File: config.mk
export PLATFORM = sky130hd
export DESIGN_NAME = link_rx_demux
export DESIGN_NICKNAME = d
export VERILOG_FILES = /design/src/rtl/link_rx_demux.sv
export SDC_FILE = /design/constraint.sdc
export NUM_CORES = 1
export LEC_CHECK = 0
export ABC_AREA = 1
export CAP_MARGIN = 10
export CORE_UTILIZATION = 40
export CTS_BUF_LIST = sky130_fd_sc_hd__clkbuf_8
export CTS_CLUSTER_DIAMETER = 30
export DETAILED_ROUTE_END_ITERATION = 12
export GPL_TIMING_DRIVEN = 0
export HOLD_SLACK_MARGIN = 0.1
export PLACE_DENSITY = 0.56
export SLEW_MARGIN = 5
export SYNTH_ARGS = -nofsm -noshare
export SYNTH_HDL_FRONTEND = slang
export SYNTH_SLANG_ARGS = --single-unit
File: constraint.sdc
create_clock -name clk -period 6.2 [get_ports clk]
set_clock_uncertainty 0.15 [all_clocks]
set_input_delay 1.24 -clock clk [delete_from_list [all_inputs] [get_ports clk]]
set_output_delay 1.24 -clock clk [all_outputs]
set_load 0.005 [all_outputs]
File: src/rtl/link_rx_demux.sv
// Receive endpoint of the muxed link: splits tagged words into a registered event pulse
// stream and a FIFO-buffered config stream. Optional credit return via LINK_RX_CREDIT_EN.
module link_rx_demux #(
    parameter int unsigned DATA_W = 64,
    parameter int unsigned DEPTH  = 8,
    parameter int unsigned CNT_W  = 16
) (
    input  logic                      clk,
    input  logic                      rst_n,
    input  logic                      link_valid,
    input  logic                      link_ty,
    input  logic [DATA_W-1:0]         link_data,
    output logic                      ev_valid,
    output logic [DATA_W-1:0]         ev_data,
    output logic                      cfg_valid,
    input  logic                      cfg_ready,
    output logic [DATA_W-1:0]         cfg_data,
    output logic [$clog2(DEPTH):0]    cfg_level,
    output logic                      overflow,
    output logic [CNT_W-1:0]          drop_cnt,
    input  logic                      clr_status,
    output logic                      credit
);

    localparam int unsigned AW    = $clog2(DEPTH);
    localparam int unsigned PTR_W = AW + 1;

    logic [DATA_W-1:0] mem [DEPTH];

    logic [PTR_W-1:0]  wr_ptr_q, wr_ptr_d;
    logic [PTR_W-1:0]  rd_ptr_q, rd_ptr_d;
    logic [PTR_W-1:0]  level_q, level_d;
    logic              cfg_valid_q, cfg_valid_d;
    logic [DATA_W-1:0] cfg_data_q, cfg_data_d;
    logic              ev_valid_q, ev_valid_d;
    logic [DATA_W-1:0] ev_data_q, ev_data_d;
    logic              overflow_q, overflow_d;
    logic [CNT_W-1:0]  drop_cnt_q, drop_cnt_d;

    logic full_c;
    logic push_c;
    logic pop_c;
    logic push_acc_c;
    logic drop_c;

    // Next-state for pointers, head register, status and event path
    always_comb begin
        full_c     = (wr_ptr_q[AW] != rd_ptr_q[AW]) &&
                     (wr_ptr_q[AW-1:0] == rd_ptr_q[AW-1:0]);
        push_c     = link_valid && link_ty;
        pop_c      = cfg_valid_q && cfg_ready;
        push_acc_c = push_c && (!full_c || pop_c);
        drop_c     = push_c && full_c && !pop_c;

        wr_ptr_d    = wr_ptr_q + PTR_W'(push_acc_c);
        rd_ptr_d    = rd_ptr_q + PTR_W'(pop_c);
        level_d     = wr_ptr_d - rd_ptr_d;
        cfg_valid_d = (wr_ptr_d != rd_ptr_d);

        // The incoming word becomes the head when it lands in the slot the read pointer moves to
        if (push_acc_c && (wr_ptr_q[AW-1:0] == rd_ptr_d[AW-1:0])) begin
            cfg_data_d = link_data;
        end else begin
            cfg_data_d = mem[rd_ptr_d[AW-1:0]];
        end

        ev_valid_d = link_valid && !link_ty;
        ev_data_d  = ev_valid_d ? link_data : ev_data_q;

        overflow_d = clr_status ? 1'b0 : overflow_q;
        drop_cnt_d = clr_status ? '0 : drop_cnt_q;
        // A drop coincident with a clear restarts the count at one
        if (drop_c) begin
            overflow_d = 1'b1;
            if (clr_status) begin
                drop_cnt_d = CNT_W'(1);
            end else if (drop_cnt_q != {CNT_W{1'b1}}) begin
                drop_cnt_d = drop_cnt_q + CNT_W'(1);
            end
        end
    end

    always_ff @(posedge clk or negedge rst_n) begin
        if (!rst_n) begin
            wr_ptr_q    <= '0;
            rd_ptr_q    <= '0;
            level_q     <= '0;
            cfg_valid_q <= 1'b0;
            cfg_data_q  <= '0;
            ev_valid_q  <= 1'b0;
            ev_data_q   <= '0;
            overflow_q  <= 1'b0;
            drop_cnt_q  <= '0;
        end else begin
            wr_ptr_q    <= wr_ptr_d;
            rd_ptr_q    <= rd_ptr_d;
            level_q     <= level_d;
            cfg_valid_q <= cfg_valid_d;
            cfg_data_q  <= cfg_data_d;
            ev_valid_q  <= ev_valid_d;
            ev_data_q   <= ev_data_d;
            overflow_q  <= overflow_d;
            drop_cnt_q  <= drop_cnt_d;
        end
    end

    // Storage needs no reset: contents are only observed behind valid pointers
    always_ff @(posedge clk) begin
        if (push_acc_c) begin
            mem[wr_ptr_q[AW-1:0]] <= link_data;
        end
    end

`ifdef LINK_RX_CREDIT_EN
    logic credit_q, credit_d;

    always_comb begin
        credit_d = pop_c;
    end

    always_ff @(posedge clk or negedge rst_n) begin
        if (!rst_n) begin
            credit_q <= 1'b0;
        end else begin
            credit_q <= credit_d;
        end
    end

    assign credit = credit_q;
`else
    assign credit = 1'b0;
`endif

    assign ev_valid  = ev_valid_q;
    assign ev_data   = ev_data_q;
    assign cfg_valid = cfg_valid_q;
    assign cfg_data  = cfg_data_q;
    assign cfg_level = level_q;
    assign overflow  = overflow_q;
    assign drop_cnt  = drop_cnt_q;

endmodule

==> impl_metrics.json <==
{
  "timing.final.max_slew_violations": 0,
  "setup_violations": 0,
  "drive_gt1_frac": 0.123,
  "synthesis.area_um2": 26400,
  "gr-usage-all-layers": 0.230,
  "path_common_cell": "ha_1",
  "power_frac_seq": 0.324,
  "power_per_cell_area_nw_per_um2": 525,
  "intPower_mw": 10.8,
  "timing.hold.worst.class": "primary input to asynchronous set/reset pin",
  "io_pins": 222,
  "syn-instance-count": 2238,
  "yosysSeqAreaShare": 0.734,
  "fp-row-count": 93,
  "tritoncts": "built",
  "finish.net_count": 2708,
  "max_slew_margin": 0.354,
  "drt_iter0_drc": 1528,
  "layout.cells.non_filler": 3607,
  "insertedDiodeCount": 0,
  "grt_antenna_before_repair": 6,
  "number_of_sinks_on_the_clock_net": 671,
  "clk_latency_ns": 0.78,
  "cts_hold_buf": 0,
  "power.share.clock": 0.290,
  "routed_via_density": 5.19,
  "cts_buffers": 147,
  "grt_pass1_wl_um": 114000,
  "switching_power_mw": 6.76,
  "dieWidth_um": 259,
  "dieHeight_um": 259,
  "setup_repair_after_global_routing_missed_its_margin": "false",
  "post_cts_resize_count": 0,
  "final.min_clock_period_ns": 3.91,
  "mappedNetlistNets": 2317,
  "hold_slack_ns": 0.247,
  "max_freq_mhz": 256,
  "worst_slew_pin_slew_ns": 0.968,
  "ys_async_sr_fraction": 0.237,
  "synthToLayoutAreaGrowth_pct": 26.5,
  "yosys-top-cells-area": "edfxtp_1 (58%), dfrtp_1 (15%), nand2_1 (8.2%), nor2_1 (4.1%), o22ai_1 (3.0%)",
  "crit_path_max_fanout": 10,
  "main_synth_ff_type": "edfxtp_1",
  "synth.most_common_cell": "nand2_1",
  "wirelength_um": 76700,
  "cell_family_contributing_the_most_delay_on_the_critical_path": "buffers and inverters",
  "criticalPathCategory": "primary input to flip-flop",
  "critical_path_cell_count": 12,
  "synth_enable_flop_cells": 512,
  "yosys.cell_types.count": 31,
  "die_area_um2": 66900,
  "grt_max_degree": 95,
  "final_util": 0.515,
  "post_synth_most_frequent_cells": "nand2_1 (579), edfxtp_1 (512), nor2_1 (287)",
  "max_cap_violations": 0,
  "worstPathBufferInverterCount": 5,
  "dr.pass1.iters": 6,
  "r2r_cells": 9,
  "clockBufferDepth": 3,
  "cp_data_required_time_ns": 6.68,
  "globalRouteOverflowTotal": 0,
  "total_power_mw": 17.5,
  "drtAntennaViolNets": 0,
  "static-leakage-power_nw": 12.8,
  "dpl.hpwl_um": 49000,
  "cp_cell_sequence": "clkdlybuf4s50_1, nand2_1, inv_1, ha_1, ha_1, inv_1, clkbuf_1, clkbuf_1, ha_1, nand2_1, o21ai_0, xor2_1",
  "cts.root.buffer_cell": "clkbuf_8",
  "final_hold_viol_count": 0,
  "grt_pass1_vias": 18700,
  "synth-warning-count": 0,
  "critical_path_arrival_ns": 4.39,
  "clk_transition_reported_paths_ns": 0.05,
  "ys_seq_elements": 671,
  "via_count_of_the_routed_design": 18700,
  "netlist.top_cell.by_area": "edfxtp_1",
  "dp.cells": 3335,
  "post_synth.cell_area_avg_um2": 11.8,
  "drcViolationCount": 0,
  "core_area_um2": 64800,
  "vdd.ir_drop.worst_v": 0.000301,
  "run_status": "finished, final reports clean",
  "cp_slowest_cell": "clkbuf_1",
  "cts_setup_buffers": 0,
  "min_period_over_period": 0.631,
  "critPathMaxStageDelay_ns": 0.54,
  "power.share.combinational": 0.386,
  "finalWeightedCongestion": 0.850,
  "initial_utilization": 0.407,
  "synth_top_area_share": 0.583,
  "cp-end-kind": "flip-flop",
  "htree_num_levels": 4,
  "setup.worst_path.start_class": "primary input",
  "switching_share": 0.385,
  "numPortBuffers": 220,
  "routed_wire_length_per_instance_um": 21.3
}
## metal layers
layer,GRT usage,routed length (um),vias up
met5,0,63,-
met1,0.300,32700,9188
met3,0.0631,5910,141
met4,0.0840,1620,10
li1,-,-,8677
met2,0.367,36500,710
## cell type report
cell class,instances,area (um2)
fill,5651,31500
sequential,671,19400
multi-input combinational,1403,6320
timing repair buffer,242,2700
clock buffer,164,2260
tap,855,1070
clock inverter,108,908
buffer,135,632
inverter,29,109
## flip-flops by register name (all words and copies together) (netlist names)
name,count
mem,512
cfg_data,64
ev_data,64
drop_cnt,16
cfg_level,4
rd_ptr_q,4
wr_ptr_q,4
cfg_valid,1
ev_valid,1
overflow,1
## per-stage QoR
step | setup WS, ns | TNS (ns) | area [um2]
3_5_place_dp | 1.55 | 0 | 30200
6_report | 2.29 | 0 | 33300
5_1_grt | 2.17 | 0 | 33300
3_3_place_gp | -3.38 | -1778.26 | 29600
4_1_cts | 2.40 | 0 | 33300
2_1_floorplan | 0.980 | 0 | 26400
## power by group through the flow
stage,combinational (mW),sequential (mW),clock (mW)
6_report,6.77,5.67,5.08
5_1_grt,7.40,5.72,5.40
4_1_cts,6.77,5.67,5.19
3_5_place_dp,6.74,5.75,0
3_3_place_gp,6.56,5.80,0
2_1_floorplan,3.82,5.77,0
## layout by cell type (no fill, tap or decap), drive strengths merged
master,instances
o22ai,128
nor2,290
buf,103
ha,8
xnor2,10
clkinv,43
conb,1
clkdlybuf4s50,219
fa,1
nand2,580
inv,63
clkbuf,219
or2,1
nand4,6
dfrtp,159
nand3,98
o21ai,263
bufinv,14
edfxtp,512
clkinvlp,17
a21oi,9
xor2,3
nor3,5
## kinds of logic (layout without fill, tap and decap cells)
family | after synthesis | count (layout) | synth area share
DFF | 671 | 671 | 0.734
and+or+nand+nor | 980 | 980 | 0.146
AOI/OAI and AO/OA | 400 | 400 | 0.0826
buffers and inverters | 164 | 678 | 0.0281
xor gates and xnor gates | 13 | 13 | 0.00432
adders and majority gates | 9 | 9 | 0.00456
other | 1 | 1 | 0.000142
## path summary, 6_finish.rpt
| kind | start | to | slack, ns |
|---|---|---|---|
| setup / recovery | cfg_ready | cfg_level[3]$_DFF_PN0_ | 2.29 |
| hold / removal | rst_n | ev_data[60]$_DFFE_PN0P_ | 0.25 |
| setup reg to reg | wr_ptr_q[1]$_DFF_PN0_ | mem[4][20]$_DFFE_PP_ | 2.74 |
| hold reg to reg | ev_data[54]$_DFFE_PN0P_ | ev_data[54]$_DFFE_PN0P_ | 0.32 |
| max in group asynchronous | rst_n | cfg_data[34]$_DFF_PN0_ | 4.70 |
| min in group clk | ev_data[54]$_DFFE_PN0P_ | ev_data[54]$_DFFE_PN0P_ | 0.32 |
Note: power is estimated with default switching activity, not from simulation.
